--- config.mk ---
export PLATFORM = sky130hd
export DESIGN_NAME = q294_nibble_serial_flat
export DESIGN_NICKNAME = d
export VERILOG_FILES = /design/src/rtl/q294_nibble_serial_if.sv /design/src/rtl/q294_nibble_serial.sv /design/src/flat_wrapper.sv
export SDC_FILE = /design/constraint.sdc
export NUM_CORES = 1
export LEC_CHECK = 0
export BUFFER_PORTS_ARGS = -buffer_cell sky130_fd_sc_hd__buf_2
export CAP_MARGIN = 25
export CORE_ASPECT_RATIO = 0.75
export CORE_MARGIN = 3
export CORE_UTILIZATION = 55
export CTS_CLUSTER_SIZE = 8
export DETAILED_ROUTE_END_ITERATION = 8
export GPL_TIMING_DRIVEN = 1
export PLACE_DENSITY_LB_ADDON = 0.05
export SYNTH_ARGS = -nofsm -noshare
export SYNTH_HDL_FRONTEND = slang
export SYNTH_SLANG_ARGS = --single-unit
--- constraint.sdc ---
create_clock -name clk -period 3.5 [get_ports clk]
set_clock_uncertainty 0.05 [all_clocks]
set_input_delay 0 -clock clk [delete_from_list [all_inputs] [get_ports clk]]
set_output_delay 0 -clock clk [all_outputs]
set_load 0.01 [all_outputs]
--- src/rtl/q294_nibble_serial_if.sv ---
// Handshake and share buses for the nibble-serial Q294 driver.
// The producer/consumer side is the master and the datapath is the slave.
interface q294_nibble_serial_if #(
    parameter int W = 64
);
    logic         in_valid;
    logic         in_ready;
    logic [W-1:0] x1_in;
    logic [W-1:0] x2_in;
    logic [W-1:0] x3_in;
    logic         out_valid;
    logic         out_ready;
    logic [W-1:0] y1_out;
    logic [W-1:0] y2_out;
    logic [W-1:0] y3_out;
    logic         busy;

    modport master (
        output in_valid, x1_in, x2_in, x3_in, out_ready,
        input  in_ready, out_valid, y1_out, y2_out, y3_out, busy
    );

    modport slave (
        input  in_valid, x1_in, x2_in, x3_in, out_ready,
        output in_ready, out_valid, y1_out, y2_out, y3_out, busy
    );
endinterface

--- src/rtl/q294_nibble_serial.sv ---
// Nibble-serial driver around one 3-share Q294 TI instance (Midori64 TI datapath).
// Flops on both sides of Q294 stop glitches crossing shares between cycles.

// One output share of Q294. Sees only shares (a, b) = (x_{i+1}, x_{i+2}),
// never x_i, which keeps the sharing non-complete.
module q294_share (
    input  logic [3:0] i_a,
    input  logic [3:0] i_b,
    output logic [3:0] o_y
);
    // Unshared Q: q[r] = x[r] ^ x[r+1]&x[r+2] (indices mod 4)
    for (genvar r = 0; r < 4; r++) begin : g_bit
        localparam int P = (r + 1) % 4;
        localparam int Q = (r + 2) % 4;
        assign o_y[r] = i_a[r] ^ (i_a[P] & i_a[Q]) ^ (i_a[P] & i_b[Q]) ^ (i_b[P] & i_a[Q]);
    end
endmodule

module q294 (
    input  logic [2:0][3:0] i_x,
    output logic [2:0][3:0] o_y
);
    for (genvar s = 0; s < 3; s++) begin : g_share
        q294_share u_share (
            .i_a (i_x[(s + 1) % 3]),
            .i_b (i_x[(s + 2) % 3]),
            .o_y (o_y[s])
        );
    end
endmodule

module q294_nibble_serial #(
    parameter int NUM_NIBBLES = 16,
    parameter int CNT_W       = 4
) (
    input logic               clk,
    input logic               rst_n,
    q294_nibble_serial_if.slave bus
);
    localparam int W = 4 * NUM_NIBBLES;

    typedef enum logic [1:0] {
        S_IDLE,
        S_RUN,
        S_DONE
    } state_t;

    state_t                r_state;
    state_t                w_next;
    logic [CNT_W-1:0]      r_cnt;
    logic [2:0][W-1:0]     r_x;
    logic [2:0][W-1:0]     r_y;
    logic [2:0][3:0]       w_qx;
    logic [2:0][3:0]       w_qy;
    logic                  w_accept;
    logic                  w_last;

    always_comb begin
        for (int s = 0; s < 3; s++) w_qx[s] = r_x[s][3:0];
    end

    q294 u_q294 (
        .i_x (w_qx),
        .o_y (w_qy)
    );

    assign w_accept = (r_state == S_IDLE) && bus.in_valid;
    assign w_last   = (r_cnt == CNT_W'(NUM_NIBBLES - 1));

    always_comb begin
        w_next = r_state;
        case (r_state)
            S_IDLE:  if (bus.in_valid) w_next = S_RUN;
            S_RUN:   if (w_last) w_next = S_DONE;
            S_DONE:  if (bus.out_ready) w_next = S_IDLE;
            default: w_next = S_IDLE;
        endcase
    end

    always_ff @(posedge clk or negedge rst_n) begin
        if (!rst_n) begin
            r_state <= S_IDLE;
            r_cnt   <= '0;
            r_x     <= '0;
            r_y     <= '0;
        end else begin
            r_state <= w_next;
            if (w_accept) begin
                r_x[0] <= bus.x1_in;
                r_x[1] <= bus.x2_in;
                r_x[2] <= bus.x3_in;
                r_cnt  <= '0;
            end else if (r_state == S_RUN) begin
                // Input drains LSB-nibble first, result enters at the top, so nibble i maps to nibble i
                for (int s = 0; s < 3; s++) begin
                    r_x[s] <= r_x[s] >> 4;
                    r_y[s] <= {w_qy[s], r_y[s][W-1:4]};
                end
                r_cnt <= w_last ? '0 : r_cnt + 1'b1;
            end
        end
    end

    assign bus.in_ready  = (r_state == S_IDLE);
    assign bus.busy      = (r_state == S_RUN);
    assign bus.out_valid = (r_state == S_DONE);
    assign bus.y1_out    = r_y[0];
    assign bus.y2_out    = r_y[1];
    assign bus.y3_out    = r_y[2];
endmodule

--- src/flat_wrapper.sv ---
// flat-port wrapper written by rule: the top's interface ports become plain ports
module q294_nibble_serial_flat 
#(
    parameter int NUM_NIBBLES = 16,
    parameter int CNT_W       = 4
)
  (clk, rst_n, bus_in_valid, bus_x1_in, bus_x2_in, bus_x3_in, bus_out_ready, bus_in_ready, bus_out_valid, bus_y1_out, bus_y2_out, bus_y3_out, bus_busy);
  q294_nibble_serial_if #(.W(64)) bus_i ();
  input logic clk;
  input logic rst_n;
  input wire logic [$bits(bus_i.in_valid)-1:0] bus_in_valid;
  input wire logic [$bits(bus_i.x1_in)-1:0] bus_x1_in;
  input wire logic [$bits(bus_i.x2_in)-1:0] bus_x2_in;
  input wire logic [$bits(bus_i.x3_in)-1:0] bus_x3_in;
  input wire logic [$bits(bus_i.out_ready)-1:0] bus_out_ready;
  output wire logic [$bits(bus_i.in_ready)-1:0] bus_in_ready;
  output wire logic [$bits(bus_i.out_valid)-1:0] bus_out_valid;
  output wire logic [$bits(bus_i.y1_out)-1:0] bus_y1_out;
  output wire logic [$bits(bus_i.y2_out)-1:0] bus_y2_out;
  output wire logic [$bits(bus_i.y3_out)-1:0] bus_y3_out;
  output wire logic [$bits(bus_i.busy)-1:0] bus_busy;
  assign bus_i.in_valid = bus_in_valid;
  assign bus_i.x1_in = bus_x1_in;
  assign bus_i.x2_in = bus_x2_in;
  assign bus_i.x3_in = bus_x3_in;
  assign bus_i.out_ready = bus_out_ready;
  assign bus_in_ready = bus_i.in_ready;
  assign bus_out_valid = bus_i.out_valid;
  assign bus_y1_out = bus_i.y1_out;
  assign bus_y2_out = bus_i.y2_out;
  assign bus_y3_out = bus_i.y3_out;
  assign bus_busy = bus_i.busy;
  q294_nibble_serial #(.NUM_NIBBLES(NUM_NIBBLES), .CNT_W(CNT_W)) u_core (.clk(clk), .rst_n(rst_n), .bus(bus_i));
endmodule
* Word-level counts from Yosys, hierarchy flattened
Index checks and enable logic that the tools add are counted.
** Cells by class
- Add/subtract/negate cells :: 1
- Eq/ne operators :: 6
- Muxes and demuxes :: 9
- Bitwise logic cells :: 73
- Reduce and logical (&&, ||, !) cells :: 5
** Operator list (number)
- $mux W192 :: 2
- $and A1 B1 Y1 :: 36
- $xor A1 B1 Y1 :: 36
- $mux W4 :: 3
- $mux W2 :: 3
- $pmux W2 S3 :: 1
- $add A4 B1 Y4 const B :: 1
- $eq A4 B4 Y1 const B :: 1
- $ne A2 B2 Y1 const B :: 2
- $reduce_and A3 Y1 :: 1
- $eq A2 B1 Y1 const B :: 1
- $eq A2 B2 Y1 const B :: 1
- $logic_not A2 Y1 :: 1
- $ne A2 B1 Y1 const B :: 1
- $reduce_and A2 Y1 :: 1
- $reduce_bool A2 Y1 :: 1
- $logic_and A1 B1 Y1 :: 1
- $not A1 Y1 :: 1
** Word-level totals
- Register bits after elaboration :: 390
- Output and inout port bits :: 195
- Logic and storage cells :: 102

* Logic depth before layout (Yosys ltp)
Gate-level depths: netlist of the first run.
- Word-level depth :: 4
- Gate-level depth with buffers :: 7

* Modules after synthesis
Synthesis of the first run repeated with hierarchy kept, for this count alone.
** Second synthesis, totals
- Cell total of the unflattened synthesis :: 1762
- Area, all modules :: 16316.9 um^2
** By module, submodules not included
- q294_nibble_serial :: instances 1, cells an instance 1696, area each 15817.7 um^2
- q294_share :: instances 3, cells an instance 22, area each 166.4 um^2

* Worst setup path before layout of the first run
Ideal clock, no wire load.
- Kind :: register -> register
- Start :: register u_core.r_x[64] in the netlist's numbering
- End :: register u_core.r_y, in the netlist u_core.bus.y3_out[63]
- Library setup time :: 0.134 ns
- Arrival :: 1.263 ns
- Slack :: 2.053 ns
- Cell stages (with the launch flop) :: 6
- Path buffers :: 1
- Clock period less this slack :: 1.447 ns
- Path through :: dfrtp_1 buf_4 mux2_2 a221oi_2 xor2_1 o21ai_0
** Between the ends
- Word-level cells in the longest chain between the ends :: 2
** RTL lines
- start: declaration :: line q294_nibble_serial.sv:51 : logic [2:0][W-1:0] r_x;
- start signal: indexed assignment :: line q294_nibble_serial.sv:96 : r_x[s] <= r_x[s] >> 4;
- $and A1 B1 Y1 :: line q294_nibble_serial.sv:15 : assign o_y[r] = i_a[r] ^ (i_a[P] & i_a[Q]) ^ (i_a[P] & i_b[Q]) ^ (i_b[P] & i_a[Q]);
- $xor A1 B1 Y1 :: line q294_nibble_serial.sv:15
- end signal: indexed assignment :: line q294_nibble_serial.sv:97 : r_y[s] <= {w_qy[s], r_y[s][W-1:4]};
- end: declaration :: line q294_nibble_serial.sv:52 : logic [2:0][W-1:0] r_y;
Every way passes these cells.
A chain may end at the register's enable or synchronous reset.

* Worst setup path in the final report of the first run
- Start :: register u_core.r_state[1]
- End :: output port bus_busy
** Between the ends
- Word-level cells in the longest chain between the ends :: 1
** RTL lines
- start: declaration :: line q294_nibble_serial.sv:48 : state_t r_state;
- start signal: assignment :: line q294_nibble_serial.sv:87 : r_state <= w_next;
- $eq A2 B1 Y1 :: line q294_nibble_serial.sv:105 : assign bus.busy = (r_state == S_RUN);
- end: declaration :: line flat_wrapper.sv:21 : output wire logic [$bits(bus_i.busy)-1:0] bus_busy;
Every way passes these cells.

==> results of run 1 <==
state kept, by name, indices dropped and copies added, names as in the netlist:
| signal | flops |
|---|---|
| u_core.bus.y2_out | 64 |
| u_core.r_x | 192 |
| u_core.r_cnt | 4 |
| u_core.bus.y1_out | 64 |
| u_core.bus.y3_out | 64 |
| u_core.r_state | 2 |
cell families (layout without fill, tap and decap cells):
| group | Yosys count | count (layout) | share of synthesized area (%) |
|---|---|---|---|
| and+or+nand+nor | 779 | 779 | 18.86 |
| AOI/OAI and AO/OA | 420 | 420 | 16.50 |
| DFF | 390 | 390 | 59.45 |
| buffers and inverters | 145 | 687 | 4.177 |
| xor gates and xnor gates | 10 | 10 | 0.5335 |
| muxes | 6 | 6 | 0.3963 |
| adders and majority gates | 1 | 1 | 0.07621 |
| other | 0 | 5 | 0 |
layout make-up:
type	count	share of cell area [%]
Antenna cell	5	0.05675
Tap cell	392	2.225
Timing Repair Buffer	621	19.76
Sequential cell	390	44.30
Multi-Input combinational cell	1216	27.20
Inverter	6	0.1249
Clock inverter	3	0.1532
Clock buffer	57	6.180
through the flow:
step                      power (mW)  hold slack (ns)  utilization, %
final                          18.27         0.003721           75.36
after global routing           19.47          0.07642           75.36
after CTS                      18.24          0.02523           75.22
after detailed placement       13.46          0.03418           63.40
after global placement         13.21          0.03021           63.33
after floorplan                11.18          -0.3456               -
repair_timing:
item	in CTS	in global routing
endpoints found under the hold margin	302	0
hold buffers	206	0
buffers inserted	0	0
resized for setup	0	0
worst max-delay path by stage:
stage                             startpoint  cells after the start                                 to
6_report       u_core.r_state[1]$_DFFE_PN0P_                      3                           bus_busy
5_1_grt        u_core.r_state[1]$_DFFE_PN0P_                      3                           bus_busy
4_1_cts        u_core.r_state[1]$_DFFE_PN0P_                      3                           bus_busy
3_5_place_dp   u_core.r_state[1]$_DFFE_PN0P_                      5  u_core.bus.y3_out[48]$_DFFE_PN0P_
3_3_place_gp   u_core.r_state[1]$_DFFE_PN0P_                      5  u_core.bus.y3_out[52]$_DFFE_PN0P_
2_1_floorplan     u_core.r_x[64]$_DFFE_PN0P_                      5  u_core.bus.y3_out[63]$_DFFE_PN0P_
worst max-delay path, stage by stage (launching register included):
cell,delay [ns]
dfrtp_4,0.65
nand2b_4,0.41
inv_6,0.73
buf_2,0.27
cell usage in the layout (no fill, tap or decap), types with 5 or more instances in the layout:
cell type / count
inv_1: 5
a221oi_2: 5
nor2b_1: 17
o21ai_0: 73
dlygate4sd3_1: 206
nand3b_1: 5
o21ai_1: 122
dfrtp_1: 388
buf_4: 14
buf_12: 10
nand2_1: 728
a22oi_1: 180
diode_2: 5
a21oi_1: 11
buf_2: 389
xor2_1: 6
clkbuf_16: 54
a22o_1: 13
report_power, final:
part	switching, mW	internal (mW)	total, mW
logic	3.44	2.44	5.88
clock network	1.81	2.70	4.52
registers	1.53	6.34	7.87
total	6.78	11.5	18.3
routing by layer:
metal  vias to the layer above  track usage [%]  share of wire [%]
li1                       6943                -                  -
met1                      7276            42.34                 42
met2                       661            48.05                 47
met3                       114            6.236                7.8
met4                         6            9.301                2.7
met5                         -                0              0.080
==> impl_metrics.yaml, run 1 <==
outcome:
  status: "completed"
synth:
  ys_types: 43
  ys_seq_area_share_pct: 59.45
  async_reset_ff_share_pct: 100.0
  synthDominantCellAreaShare_pct: 59.45
  ys.flop_type: "dfrtp_1"
  synth_common_cells: "728 x nand2_1, 390 x dfrtp_1, 180 x a22oi_1, 122 x o21ai_1, 95 x buf_2"
  synth_fp_nets: 1948
  synth_area_leaders: "dfrtp_1 59%, nand2_1 17%, a22oi_1 8.2%"
  yosysTopAreaCell: "dfrtp_1"
  yosys.cell_count.top_type: "nand2_1"
  ys_warn_count: 0
  syn_area_um2: 16420
  synth_cells: 1751
  synth_seq_cells: 390
  avgSynthCellArea_um2: 9.375
  synth_edf_count: 0
critical_path:
  worstRegToRegCells: 5
  worst_ep_arrival_time_ns: 2.65
  crit_required_ns: 3.45
  reg2reg_from: "u_core.r_state[1]$_DFFE_PN0P_"
  end_kind: "output port"
  criticalPathCategory: "reg2out"
  worst-path-max-fanout: 118
  r2r_setup_slack_ns: 0.97
  cp-start-kind: "register"
  r2r_end: "u_core.bus.y3_out[46]$_DFFE_PN0P_"
final_layout:
  stdcell_area_um2: 22050
  layout-area-overhead-vs-synth_pct: 34.31
  multi_input_area_um2: 5997
  fin_cells: 2690
  layout-drive-gt1-share_pct: 21.50
  final_nets: 2486
  final-seq-area_um2: 9767
  num-fill-cells: 1977
timing:
  worstMarginPinSlew_ns: 0.8843
  max_freq_mhz: 371.0
  fin_tns_setup_ns: 0
  hold_viol: 0
  min_period_over_period_pct: 77.01
  min_period_ns: 2.695
  setup_slack_ns: 0.8045
  slew_violations: 0
  setup_viol: 0
  rsz0062_at_grt: "no"
  relSlewSlack_pct: 41.05
run:
  drv_cap: 0
clock_tree:
  cts_tree: "yes"
  root_buffer: "clkbuf_16"
  cts_max_level: 2
  cts_buffers: 54
  path_clk_slew_ns: 0.05
  clkSinkCount: 390
  clk_path_buf_depth: 3
  insertion_delay_ns: 0.56
global_routing:
  antenna_found_initial: 8
  grt_use_total_pct: 30.17
  grt_pass1_vias: 14670
  grt_pass1_wl_um: 78520
  grt_max_degree: 119
  grt-ovfl-total: 0
floorplan:
  rows: 54
  die_area_um2: 31980
  fp.dieH_um: 155.6
  start_util_pct: 56.11
  die-width_um: 205.5
  design.core.area_um2: 29260
  io_pins: 391
pwr:
  leakagePower_nw: 11.05
  powerDensity_nw_per_um2: 828.5
  peakVddDrop_mv: 0.5132
detailed_routing:
  drtIter0Drc: 1545
  drc: 0
  drt.antenna.violating_nets: 0
  wl_per_cell_um: 18.10
  drtPass1Iterations: 6
  drt-total-wl_um: 48700
  vias: 15000
  via_per_inst: 5.576
placed_design:
  place_hpwl_um: 29740
  place_area_um2: 18550
  place.gp.congestion: 0.8083
  dp_slack_ns: 1.029
  dpl.cell_count: 2418
  portBuffers: 390
min_path:
  hold_path.class: "in2async"
Power figures use the tool's default switching activity.
==> run 2, diff against run 1 <==
Settings changed: ABC_AREA set to 1, CORE_UTILIZATION 55 to 54.
Clock period 3.5 ns to 2.65 ns, I/O delays scaled along.
==> impl_metrics.yaml, run 2 <==
critical_path:
  crit_required_ns: 2.60
  end_kind: "output port"
  criticalPathCategory: "reg2out"
  worst-path-max-fanout: 224
  cp-start-kind: "register"
  worst_ep_arrival_time_ns: 2.26
clock_tree:
  clkSinkCount: 390
  root_buffer: "clkbuf_16"
  insertion_delay_ns: 0.56
  path_clk_slew_ns: 0.05
  cts_tree: "yes"
  cts_max_level: 2
  clk_path_buf_depth: 3
  cts.repair.resized: 0
  cts_buffers: 54
detailed_routing:
  drtIter0Drc: 1501
  drt.antenna.violating_nets: 0
  vias: 15120
  routedLengthMet1_um: 20240
  maxUsedRoutingLayer: "met5"
  wl_met3_um: 3516
  drtPass1Iterations: 5
  met2_length_um: 22780
  drc: 0
  wl_per_cell_um: 16.60
  drt-total-wl_um: 47920
  via_per_inst: 5.238
run:
  drv_cap: 0
floorplan:
  start_util_pct: 55.34
  fp.dieH_um: 156.3
  io_pins: 391
  die-width_um: 206.4
  rows: 54
  design.core.area_um2: 29390
  die_area_um2: 32260
timing:
  worstMarginPinSlew_ns: 0.9516
  slew_violations: 0
  setup_slack_ns: 0.3418
  max_freq_mhz: 433.2
  min_period_ns: 2.308
  min_period_over_period_pct: 87.10
  relSlewSlack_pct: 36.56
  setup_viol: 0
  fin_tns_setup_ns: 0
  hold_viol: 0
  rsz0062_at_grt: "no"
pwr:
  leakagePower_nw: 11.29
  powerDensity_nw_per_um2: 1156
  p_comb_share_pct: 35.5
  seqPwrFrac_pct: 41.1
  p_int_mw: 15.37
  power_mw: 25.21
  p_clk_share_pct: 23.4
  switching_share_pct: 39.03
  peakVddDrop_mv: 1.098
  p_switching_mw: 9.841
synth:
  yosysTopAreaCell: "dfrtp_1"
  synth_area_leaders: "dfrtp_1 60%, nand2_1 21%, nand3_1 6.0%"
  syn_area_um2: 16260
  ys_types: 19
  synth_cells: 1939
  synth_edf_count: 0
  ys.flop_type: "dfrtp_1"
  synth_common_cells: "899 x nand2_1, 390 x dfrtp_1, 194 x nand3_1, 171 x o21ai_0, 112 x inv_1"
  synth_seq_cells: 390
  synth_fp_nets: 2136
  ys_warn_count: 0
  avgSynthCellArea_um2: 8.388
  async_reset_ff_share_pct: 100.0
  yosys.cell_count.top_type: "nand2_1"
  ys_seq_area_share_pct: 60.00
  synthDominantCellAreaShare_pct: 60.00
final_layout:
  multi_input_area_um2: 5480
  final-seq-area_um2: 9759
  largest_reg_flops: 192
  stdcell_area_um2: 21820
  top_register: "u_core.r_x"
  num-fill-cells: 2190
  layout-drive-gt1-share_pct: 18.99
  layout_common_cells: "899 x nand2_1, 390 x dfrtp_1, 389 x buf_2, 196 x dlygate4sd3_1, 194 x nand3_1"
  final_nets: 2681
  layout-area-overhead-vs-synth_pct: 34.13
  fin_cells: 2887
  layout_commonest_cell: "nand2_1"
global_routing:
  grt-ovfl-total: 0
  grt_use_total_pct: 29.34
  grt_pass1_vias: 14780
  grt_pass1_wl_um: 76290
  antenna_found_initial: 5
  grt_max_degree: 225
placed_design:
  portBuffers: 390
  place_hpwl_um: 29100
  place.gp.congestion: 0.8431
  dpl.cell_count: 2623
  dp_slack_ns: 0.5782
  place_area_um2: 18410
outcome:
  status: "completed"
min_path:
  hold_path.class: "in2reg"
-- run 2: power by group through the flow --
stage	logic (mW)	clock network (mW)	registers (mW)
2_1_floorplan	5.45	0	10.3
3_3_place_gp	8.38	0	10.3
3_5_place_dp	8.63	0	10.3
4_1_cts	8.93	6.00	10.3
5_1_grt	10.2	6.28	10.7
6_report	8.96	5.90	10.4
-- run 2: metal layers --
layer | up-vias | GRT usage (%)
met5 | - | 0
met4 | 2 | 9.238
met3 | 128 | 6.093
met2 | 608 | 47.25
met1 | 7229 | 40.56
li1 | 7154 | -
-- run 2: logic make-up (layout without fill, tap and decap cells) --
group | count (synthesis) | in the layout | synth area share (%)
and+or+nand+nor | 1132 | 1132 | 27.68
DFF | 390 | 390 | 60.00
buffers and inverters | 230 | 777 | 6.300
AOI/OAI and AO/OA | 185 | 185 | 5.885
adders and majority gates | 1 | 1 | 0.07692
xor gates and xnor gates | 1 | 1 | 0.05386
other | 0 | 9 | 0
-- run 2: metrics by stage --
step | hold slack (ns) | utilization, %
detailed placement | -0.01267 | 62.62
finish | 0.1418 | 74.23
global placement | -0.01462 | 62.62
global route | 0.1532 | 74.18
floorplan | -0.3456 | -
CTS | 0.09808 | 74.15
-- run 2: final cells by class --
cell class                 instances  area share, %
clock inverter                     3         0.1549
inverter                         114          2.019
clock buffer                      55          6.257
tap                              392          2.248
antenna                            9         0.1032
sequential                       390          44.74
timing repair buffer             605          19.36
multi-input combinational       1319          25.12
-- run 2: worst paths after layout --
| kind | from | end | slack, ns | depth (start not counted) |
|---|---|---|---|---|
| setup / recovery | u_core.r_state[1]$_DFFE_PN0P_ | bus_busy | 0.34 | 3 |
| setup reg to reg | u_core.r_state[1]$_DFFE_PN0P_ | u_core.r_x[34]$_DFFE_PN0P_ | 0.51 | 7 |
| min in group asynchronous | rst_n | u_core.bus.y3_out[12]$_DFFE_PN0P_ | 0.42 | 3 |
| max in group asynchronous | rst_n | u_core.r_x[55]$_DFFE_PN0P_ | 1.44 | 4 |
| hold reg to reg | u_core.bus.y1_out[3]$_DFFE_PN0P_ | u_core.bus.y1_out[3]$_DFFE_PN0P_ | 0.42 | 2 |
| hold / removal | bus_x3_in[60] | u_core.r_x[188]$_DFFE_PN0P_ | 0.14 | 4 |
-- run 2: critical path, stage by stage (launching register included) --
cell	delay, ns
dfrtp_1	0.41
nor2_4	0.22
buf_12	0.59
buf_2	0.27
-- run 2: what timing repair did --
action | 4_1_cts | 5_1_grt
hold endpoints to repair | 585 | 0
buffers inserted | 0 | 0
setup endpoints to repair | 0 | 0
hold buffers | 197 | 0
==> run 3, diff against run 2 <==
Settings changed: ABC_AREA 1 to not set, CORE_UTILIZATION 54 to 55.
Clock period 2.65 ns to 2.73 ns, I/O delays scaled along.
==> impl_metrics.yaml, run 3 (synthesized netlist as in run 1, its figures left out) <==
detailed_routing:
  drc: 0
  drtIter0Drc: 1450
  wl_per_cell_um: 18.65
  drt.antenna.violating_nets: 0
  vias: 15050
  via_per_inst: 5.583
  drtPass1Iterations: 8
  drt-total-wl_um: 50250
global_routing:
  gr-max-usage-layer: "met2"
  met1_usage_pct: 41.97
  use_met2_pct: 48.85
  grt_pass1_vias: 15010
  grt_pass1_wl_um: 79320
  grt_max_degree: 127
  antenna_found_initial: 6
  grt-ovfl-total: 0
  grt_use_total_pct: 30.70
  met3_usage_pct: 6.924
pwr:
  powerDensity_nw_per_um2: 1068
  p_comb_share_pct: 32.1
  peakVddDrop_mv: 0.6296
  switching_share_pct: 36.97
  seqPwrFrac_pct: 42.6
  leakagePower_nw: 11.12
  p_int_mw: 14.92
  p_switching_mw: 8.753
  p_clk_share_pct: 25.2
critical_path:
  reg2reg_from: "u_core.r_state[1]$_DFFE_PN0P_"
  end_kind: "output port"
  criticalPathCategory: "reg2out"
  worst_ep_arrival_time_ns: 2.42
  worstRegToRegCells: 4
  r2r_setup_slack_ns: 0.30
  crit_required_ns: 2.68
  r2r_end: "u_core.r_x[130]$_DFFE_PN0P_"
  worst-path-max-fanout: 85
  critPathLaunch: "u_core.r_state[0]$_DFFE_PN0P_"
  cp-start-kind: "register"
  critPathCapture: "bus_out_valid"
timing:
  slew_violations: 0
  worstMarginPinSlew_ns: 0.8822
  max_freq_mhz: 405.3
  setup_viol: 0
  relSlewSlack_pct: 41.19
  min_period_ns: 2.467
  setup_slack_ns: 0.2628
  rsz0062_at_grt: "no"
  min_period_over_period_pct: 90.37
  fin_tns_setup_ns: 0
  hold-worst-slack_ns: 0.03204
  hold_viol: 0
final_layout:
  layout-area-overhead-vs-synth_pct: 35.10
  fin_cells: 2695
  num-fill-cells: 1994
  multi_input_area_um2: 5997
  final_nets: 2491
  final-seq-area_um2: 9767
  top_register: "u_core.r_x"
  stdcell_area_um2: 22180
  largest_reg_flops: 192
  layout_common_cells: "728 x nand2_1, 389 x buf_2, 388 x dfrtp_1, 206 x dlygate4sd3_1, 180 x a22oi_1"
  layout-drive-gt1-share_pct: 21.72
  layout_commonest_cell: "nand2_1"
clock_tree:
  post_cts_buffers: 0
  cts_buffers: 54
  clk_path_buf_depth: 3
  path_clk_slew_ns: 0.05
  root_buffer: "clkbuf_16"
  clkSinkCount: 390
  cts.repair.resized: 0
  cts_max_level: 2
  insertion_delay_ns: 0.56
  cts_tree: "yes"
floorplan:
  die_area_um2: 31980
  die-width_um: 205.5
  design.core.area_um2: 29260
  io_pins: 391
  start_util_pct: 56.11
  fp.dieH_um: 155.6
  rows: 54
placed_design:
  dp_slack_ns: 0.6848
  place_hpwl_um: 29580
  portBuffers: 390
  place_area_um2: 18660
  place.gp.congestion: 0.8017
  dpl.cell_count: 2424
run:
  drv_cap: 0
outcome:
  status: "completed"
min_path:
  hold_path.class: "in2async"
## run 3: per-stage QoR
step / power [mW] / util (%)
floorplan: 14.34 / -
global placement: 16.98 / 63.77
detailed placement: 17.27 / 63.77
CTS: 23.59 / 75.75
global route: 25.19 / 75.79
finish: 23.67 / 75.81
## run 3: power by group through the flow
stage / logic, mW / registers [mW] / clock network (mW)
2_1_floorplan: 4.36 / 9.98 / 0
4_1_cts: 7.54 / 10.0 / 6.04
3_5_place_dp: 7.21 / 10.1 / 0
6_report: 7.60 / 10.1 / 5.98
3_3_place_gp: 7.00 / 9.99 / 0
5_1_grt: 8.49 / 10.4 / 6.33
## run 3: area by class of cell
| class | count | area share (%) |
|---|---|---|
| diodes | 6 | 0.06770 |
| inverters | 6 | 0.1241 |
| clock buffers | 59 | 6.511 |
| well taps | 392 | 2.212 |
| flip-flops and latches | 390 | 44.04 |
| multi-input cells | 1216 | 27.04 |
| repair buffers | 626 | 20.01 |
## run 3: worst min path at each step
stage,cells after the start,to,slack (ns),startpoint
2_1_floorplan,0,u_core.bus.y1_out[0]$_DFFE_PN0P_,-0.35,rst_n
3_3_place_gp,1,u_core.bus.y1_out[22]$_DFFE_PN0P_,0.03,rst_n
3_5_place_dp,1,u_core.bus.y1_out[18]$_DFFE_PN0P_,0.02,rst_n
4_1_cts,2,u_core.bus.y1_out[18]$_DFFE_PN0P_,0.04,rst_n
5_1_grt,2,u_core.bus.y1_out[30]$_DFFE_PN0P_,0.08,rst_n
6_report,2,u_core.bus.y1_out[30]$_DFFE_PN0P_,0.03,rst_n
## run 3: critical path, stage by stage, from the launching register on
cell and delay [ns]:
dfrtp_4 0.69, buf_4 0.79, nor2b_1 0.15, buf_2 0.20
## run 3: repair_timing
action                                 4_1_cts  5_1_grt
setup endpoints to repair                    0        0
endpoints found under the hold margin      441        0
hold buffers                               206        0
## run 3: layer usage
layer | share of wire (%) | vias up
met3 | 7.2 | 144
met1 | 42 | 7304
met5 | 0 | -
met4 | 3.1 | 0
met2 | 48 | 669
li1 | - | 6929
